--- src/rtl/gfx_pkg.sv ---
// Purpose: shared definitions for the rectangle fill engine (register map, FSM states, pixel word).
// Latency: n/a (types and constants only).
// Backpressure: n/a.
package gfx_pkg;

    // DLX-visible register offsets
    localparam logic [2:0] REG_X0     = 3'd0;
    localparam logic [2:0] REG_Y0     = 3'd1;
    localparam logic [2:0] REG_W      = 3'd2;
    localparam logic [2:0] REG_H      = 3'd3;
    localparam logic [2:0] REG_COLOR  = 3'd4;
    localparam logic [2:0] REG_CTRL   = 3'd5;
    localparam logic [2:0] REG_STATUS = 3'd6;

    localparam int CTRL_START_BIT   = 0;
    localparam int STATUS_CLEAR_BIT = 1;

    typedef enum logic [1:0] {
        ST_IDLE = 2'd0,
        ST_CLIP = 2'd1,
        ST_RUN  = 2'd2,
        ST_DONE = 2'd3
    } fill_state_t;

    // Framebuffer word: top byte always zero, 24-bit RGB below it.
    typedef struct packed {
        logic [7:0]  pad;
        logic [23:0] rgb;
    } pixel_word_t;

    function automatic logic [31:0] pack_pixel(input logic [23:0] rgb);
        pixel_word_t w;
        w.pad = 8'h00;
        w.rgb = rgb;
        return w;
    endfunction

endpackage

--- src/rtl/gfx_fill_engine.sv ---
// Purpose: fills a clipped rectangle of the framebuffer with one colour, programmed over a DLX register port.
// Latency: start write at edge N -> first fb_write_enable two cycles later; one pixel per cycle at full rate.
// Backpressure: fb_ready low stalls the fill; fb_address/fb_data_write hold until the write is taken.
//
// Ports:
//   clk, reset                     - sole clock, synchronous active-high reset
//   cfg_address/_data_write/_write_enable/_data_read - register access (read is combinational)
//   fb_address, fb_data_write, fb_write_enable, fb_ready - framebuffer write port (valid/ready)
//   busy, done_irq                 - fill in progress, one-cycle completion pulse
module gfx_fill_engine
    import gfx_pkg::*;
#(
    parameter int ADDRESS_WIDTH = 13,
    parameter int FB_WIDTH      = 128,
    parameter int FB_HEIGHT     = 64
) (
    input  logic                     clk,
    input  logic                     reset,
    input  logic [2:0]               cfg_address,
    input  logic [31:0]              cfg_data_write,
    input  logic                     cfg_write_enable,
    output logic [31:0]              cfg_data_read,
    output logic [ADDRESS_WIDTH-1:0] fb_address,
    output logic [31:0]              fb_data_write,
    output logic                     fb_write_enable,
    input  logic                     fb_ready,
    output logic                     busy,
    output logic                     done_irq
);

    localparam int         XW   = $clog2(FB_WIDTH);
    localparam logic [8:0] FBW9 = 9'(FB_WIDTH);
    localparam logic [8:0] FBH9 = 9'(FB_HEIGHT);

    // Programmable registers
    logic [6:0]  x0_q;
    logic [5:0]  y0_q;
    logic [7:0]  w_q;
    logic [6:0]  h_q;
    logic [23:0] color_q;
    logic        done_q;

    // Copies taken at start so register writes during a fill have no effect on it
    logic [8:0]  run_x0;
    logic [8:0]  run_y0;
    logic [8:0]  run_w;
    logic [8:0]  run_h;
    logic [23:0] run_color;

    // Clipped bounds (exclusive) and current pixel
    logic [8:0]  x_end;
    logic [8:0]  y_end;
    logic [8:0]  x_cnt;
    logic [8:0]  y_cnt;

    fill_state_t state;

    logic        start_req;
    logic        clip_empty;
    logic [8:0]  x_sum;
    logic [8:0]  y_sum;
    logic        xfer;
    logic        row_last;
    logic        col_last;

    // Bits of the write bus no register keeps.
    logic unused_cfg_bits;
    assign unused_cfg_bits = &{1'b0, cfg_data_write[31:24]};

    assign start_req = cfg_write_enable && (cfg_address == REG_CTRL) &&
                       cfg_data_write[CTRL_START_BIT];

    // 9-bit sums cannot overflow: max X0+W = 127+255, max Y0+H = 63+127.
    assign x_sum      = run_x0 + run_w;
    assign y_sum      = run_y0 + run_h;
    assign clip_empty = (run_w == 9'd0) || (run_h == 9'd0) ||
                        (run_x0 >= FBW9) || (run_y0 >= FBH9);

    assign xfer     = fb_write_enable && fb_ready;
    assign col_last = (x_cnt == x_end - 9'd1);
    assign row_last = (y_cnt == y_end - 9'd1);

    // FB_WIDTH is a power of two, so y*FB_WIDTH+x is just {y,x}.
    function automatic logic [ADDRESS_WIDTH-1:0] pixel_addr(input logic [8:0] x,
                                                            input logic [8:0] y);
        return (ADDRESS_WIDTH'(y) << XW) | ADDRESS_WIDTH'(x);
    endfunction

    always_comb begin
        cfg_data_read = 32'h0;
        case (cfg_address)
            REG_X0:     cfg_data_read = {25'h0, x0_q};
            REG_Y0:     cfg_data_read = {26'h0, y0_q};
            REG_W:      cfg_data_read = {24'h0, w_q};
            REG_H:      cfg_data_read = {25'h0, h_q};
            REG_COLOR:  cfg_data_read = {8'h0, color_q};
            REG_STATUS: cfg_data_read = {30'h0, busy, done_q};
            default:    cfg_data_read = 32'h0;
        endcase
    end

    always_ff @(posedge clk) begin
        if (reset) begin
            x0_q            <= '0;
            y0_q            <= '0;
            w_q             <= '0;
            h_q             <= '0;
            color_q         <= '0;
            done_q          <= 1'b0;
            run_x0          <= '0;
            run_y0          <= '0;
            run_w           <= '0;
            run_h           <= '0;
            run_color       <= '0;
            x_end           <= '0;
            y_end           <= '0;
            x_cnt           <= '0;
            y_cnt           <= '0;
            state           <= ST_IDLE;
            busy            <= 1'b0;
            done_irq        <= 1'b0;
            fb_write_enable <= 1'b0;
            fb_address      <= '0;
            fb_data_write   <= '0;
        end else begin
            done_irq <= 1'b0;

            if (cfg_write_enable) begin
                case (cfg_address)
                    REG_X0:     x0_q    <= cfg_data_write[6:0];
                    REG_Y0:     y0_q    <= cfg_data_write[5:0];
                    REG_W:      w_q     <= cfg_data_write[7:0];
                    REG_H:      h_q     <= cfg_data_write[6:0];
                    REG_COLOR:  color_q <= cfg_data_write[23:0];
                    REG_STATUS: if (cfg_data_write[STATUS_CLEAR_BIT]) done_q <= 1'b0;
                    default: ;
                endcase
            end

            // done_q set assignments below come later in the block, so a
            // same-cycle clear loses to the set.
            case (state)
                ST_IDLE: begin
                    if (start_req) begin
                        run_x0    <= {2'b00, x0_q};
                        run_y0    <= {3'b000, y0_q};
                        run_w     <= {1'b0, w_q};
                        run_h     <= {2'b00, h_q};
                        run_color <= color_q;
                        busy      <= 1'b1;
                        state     <= ST_CLIP;
                    end
                end

                ST_CLIP: begin
                    if (clip_empty) begin
                        done_irq <= 1'b1;
                        done_q   <= 1'b1;
                        state    <= ST_DONE;
                    end else begin
                        x_end           <= (x_sum > FBW9) ? FBW9 : x_sum;
                        y_end           <= (y_sum > FBH9) ? FBH9 : y_sum;
                        x_cnt           <= run_x0;
                        y_cnt           <= run_y0;
                        fb_address      <= pixel_addr(run_x0, run_y0);
                        fb_data_write   <= pack_pixel(run_color);
                        fb_write_enable <= 1'b1;
                        state           <= ST_RUN;
                    end
                end

                ST_RUN: begin
                    if (xfer) begin
                        if (col_last) begin
                            if (row_last) begin
                                fb_write_enable <= 1'b0;
                                done_irq        <= 1'b1;
                                done_q          <= 1'b1;
                                state           <= ST_DONE;
                            end else begin
                                x_cnt      <= run_x0;
                                y_cnt      <= y_cnt + 9'd1;
                                fb_address <= pixel_addr(run_x0, y_cnt + 9'd1);
                            end
                        end else begin
                            x_cnt      <= x_cnt + 9'd1;
                            fb_address <= pixel_addr(x_cnt + 9'd1, y_cnt);
                        end
                    end
                end

                ST_DONE: begin
                    busy  <= 1'b0;
                    state <= ST_IDLE;
                end

                default: state <= ST_IDLE;
            endcase
        end
    end

endmodule

--- config.mk ---
export PLATFORM = sky130hd
export DESIGN_NAME = gfx_fill_engine
export DESIGN_NICKNAME = d
export VERILOG_FILES = /design/src/rtl/gfx_pkg.sv /design/src/rtl/gfx_fill_engine.sv
export SDC_FILE = /design/constraint.sdc
export NUM_CORES = 1
export LEC_CHECK = 0
export BUFFER_PORTS_ARGS = -buffer_cell sky130_fd_sc_hd__buf_2
export CAP_MARGIN = 20
export CORE_ASPECT_RATIO = 1.75
export CORE_MARGIN = 4
export CORE_UTILIZATION = 50
export CTS_CLUSTER_DIAMETER = 60
export CTS_CLUSTER_SIZE = 25
export DETAILED_ROUTE_END_ITERATION = 10
export PLACE_DENSITY_LB_ADDON = 0.12
export SLEW_MARGIN = 20
export SYNTH_ARGS = -nofsm -noshare
export SYNTH_HDL_FRONTEND = slang
export SYNTH_SLANG_ARGS = --single-unit
--- constraint.sdc ---
create_clock -name clk -period 4.5 [get_ports clk]
set_clock_uncertainty 0.2 [all_clocks]
set_input_delay 1.125 -clock clk [delete_from_list [all_inputs] [get_ports clk]]
set_output_delay 1.125 -clock clk [all_outputs]
set_load 0.05 [all_outputs]
==> impl_metrics.py <==
metrics = {
    "global_routing": {
        "gr-total-overflow": 0,
        "grtUsageTotal_pct": 25.4,
        "grt_max_degree": 68,
        "antenna_found_initial": 0,
        "grt_pass1_wl_mm": 39.6,
        "grt_pass1_vias": 7849,
    },
    "power": {
        "powerDensity_nw_per_um2": 350,
        "finalPower_mw": 3.48,
        "p_leak_nw": 3.85,
        "ir_worst_vdd_mv": 0.283,
    },
    "cts": {
        "cts_tree": "built",
        "cts_resized": 0,
        "cts_setup_buffers": 0,
        "htreeDepth": 4,
        "cts-root-buf": "clkbuf_16",
        "clk-insertion-delay-late_ns": 0.44,
        "numCtsBuffers": 17,
        "numClockSinks": 175,
        "clk_pin_slew_ns": 0.07,
        "cts_buffer_depth": 2,
        "cts-hold-fix-buffers": 0,
    },
    "timing": {
        "finalSetupViolCount": 0,
        "max_freq_mhz": 264,
        "max_slew.worst_pin.slew_ns": 0.980,
        "drv_slew": 0,
        "finalHoldViolCount": 0,
        "fin_crit_sh_pct": 84.2,
        "relSlewSlack_pct": 34.6,
        "min_period_ns": 3.79,
        "rsz0062_at_grt": "no",
        "setup-tns-final_ns": 0,
    },
    "final_layout": {
        "layout-drive-gt1-share_pct": 14.3,
        "num_antenna_cells": 0,
        "fin_nets": 1236,
        "synthToLayoutAreaGrowth_pct": 11.6,
    },
    "synth": {
        "synthMostInstantiatedCell": "nand2_1",
        "synth-async-reset-ratio_pct": 0,
        "synth_compound_area_share_pct": 19.8,
        "yosysUniqueCellTypes": 85,
        "synth_xor_area_share_pct": 2.81,
        "netlist_area_um2": 8910,
        "synth-seq-area-share_pct": 39.3,
        "synthSimpleGateAreaFrac_pct": 23.7,
        "synth_area_leaders": "dfxtp_1 (39%), nand2_1 (12%), a21oi_1 (8.2%)",
        "synthAdderAreaFrac_pct": 3.40,
        "ys_ff_latch": 175,
        "yosys_warnings": 0,
        "netlist_instances": 1130,
        "synth_edf_count": 0,
        "yosysTopAreaCellShare_pct": 39.3,
        "synth_mux_area_share_pct": 3.83,
        "yosysTopAreaCell": "dfxtp_1",
        "syn_area_per_cell_um2": 7.88,
        "yosys_most_used_dff": "dfxtp_1",
        "synth_top_family_by_area": "simple AND/OR/NAND/NOR gates",
        "synth_common_cells": "nand2_1 (287), dfxtp_1 (175), a21oi_1 (146), clkbuf_1 (59), nor2_1 (50)",
    },
    "drt": {
        "vias_per_cell": 5.63,
        "wl_per_cell_um": 17.6,
        "drt_first_iter_violations": 493,
        "dr.pass1.iters": 5,
        "vias": 7983,
        "postRouteAntennaNets": 0,
        "drc": 0,
        "wirelength_mm": 24.9,
    },
    "outcome": {
        "outcome": "finished clean",
    },
    "critical_path": {
        "end_kind": "output port",
        "startpoint": "cfg_address[2]",
        "worstSetupPathType": "in -> out",
        "endpoint": "cfg_data_read[0]",
        "crit_required_ns": 3.17,
        "rr_startpoint": "x_end[0]$_SDFFE_PP0P_",
        "rr_worst_depth": 9,
        "worst-path-max-fanout": 32,
        "worstSetupStartpointType": "input pin",
        "cp.arrival_ns": 2.46,
        "ff2ff_setup_slack_ns": 1.18,
        "worstReg2RegEnd": "y_cnt[5]$_SDFFE_PP0P_",
    },
    "die": {
        "die_h_um": 185,
        "start_util_pct": 50.8,
        "design.core.area_um2": 17500,
        "rows": 64,
        "ios": 119,
        "die_w_um": 109,
        "die_area_um2": 20100,
    },
    "min_path": {
        "hold_start": "fb_data_write[10]$_SDFFE_PP0P_",
        "hold_class": "reg -> reg",
    },
    "job": {
        "maxCapViolations": 0,
    },
    "place": {
        "place.gp.congestion": 0.895,
        "portBuffers": 94,
        "dp_hpwl_mm": 18.3,
    },
}
-- layout by cell type (no fill, tap or decap), drive strengths merged, types with 11 or more instances in the layout --
master / count
mux2i: 24
xnor2: 15
conb: 16
and3: 24
nand3: 17
a21oi: 147
inv: 44
nand4: 12
dfxtp: 175
xor2: 11
buf: 107
clkbuf: 18
nor3: 14
nor4: 11
a211oi: 11
nor2: 50
nor2b: 13
ha: 21
nand2: 287
o21ai: 23
-- registers in the layout, summed over array words and instances, names as in the netlist --
name / flops
fb_address: 13
y_cnt: 9
run_y0: 6
done_irq: 1
w_q: 8
run_w: 8
run_h: 7
x0_q: 7
state: 2
x_cnt: 2
fb_write_enable: 1
y_end: 8
done_q: 1
color_q: 24
x_end: 9
run_color: 24
fb_data_write: 24
busy: 1
run_x0: 7
y0_q: 6
h_q: 7
-- worst min path at each step --
stage / endpoint / cells after the start
floorplan: fb_data_write[0]$_SDFFE_PP0P_ / 2
global placement: fb_data_write[21]$_SDFFE_PP0P_ / 2
detailed placement: fb_data_write[14]$_SDFFE_PP0P_ / 2
CTS: fb_data_write[14]$_SDFFE_PP0P_ / 2
global route: fb_data_write[21]$_SDFFE_PP0P_ / 2
finish: fb_data_write[10]$_SDFFE_PP0P_ / 2
-- metal layers --
layer	track usage, %	up-vias	part of all wire (%)
li1	-	3987	-
met1	26.2	3720	37
met2	46.6	219	54
met3	5.47	57	4.4
met4	14.0	0	4.9
met5	0	-	0
-- final cells by class --
class	count	area [um2]
clock buffer	18	439
clock inverter	14	170
fill	1727	7600
inverter	36	135
multi-input combinational	837	4830
sequential	175	3500
tap	231	289
timing repair buffer	107	571
-- cell families after synthesis --
logic type,after synthesis
XOR/XNOR,27
AND/OR/NAND/NOR,463
AO/OA/AOI/OAI,278
flip-flops,175
other,1
adder cells (fa/ha/maj),23
buffers and inverters,133
multiplexers,30
-- through the flow --
stage	hold WS, ns	worst slack, ns	area [um2]	util (%)	cells
2_1_floorplan	0.232	0.149	8960	-	1145
3_3_place_gp	0.242	0.734	9330	53.2	1386
3_5_place_dp	0.244	0.731	9330	53.2	1386
4_1_cts	0.253	0.738	9940	56.7	1418
5_1_grt	0.273	0.563	9940	56.7	1418
6_report	0.253	0.713	9940	56.7	1418
-- report_power, final --
group / switching [mW] / total (mW) / internal, mW
combinational: 0.255 / 0.348 / 0.0931
sequential: 0.0262 / 1.60 / 1.57
clock: 0.678 / 1.53 / 0.855
total: 0.959 / 3.48 / 2.52
-- critical path: stages --
cell     delay [ns]
buf_2          0.39
mux2i_1        0.14
nor2_1         0.12
a31oi_1        0.05
o22ai_1        0.30
buf_2          0.33
(Power assumes the default switching activity.)
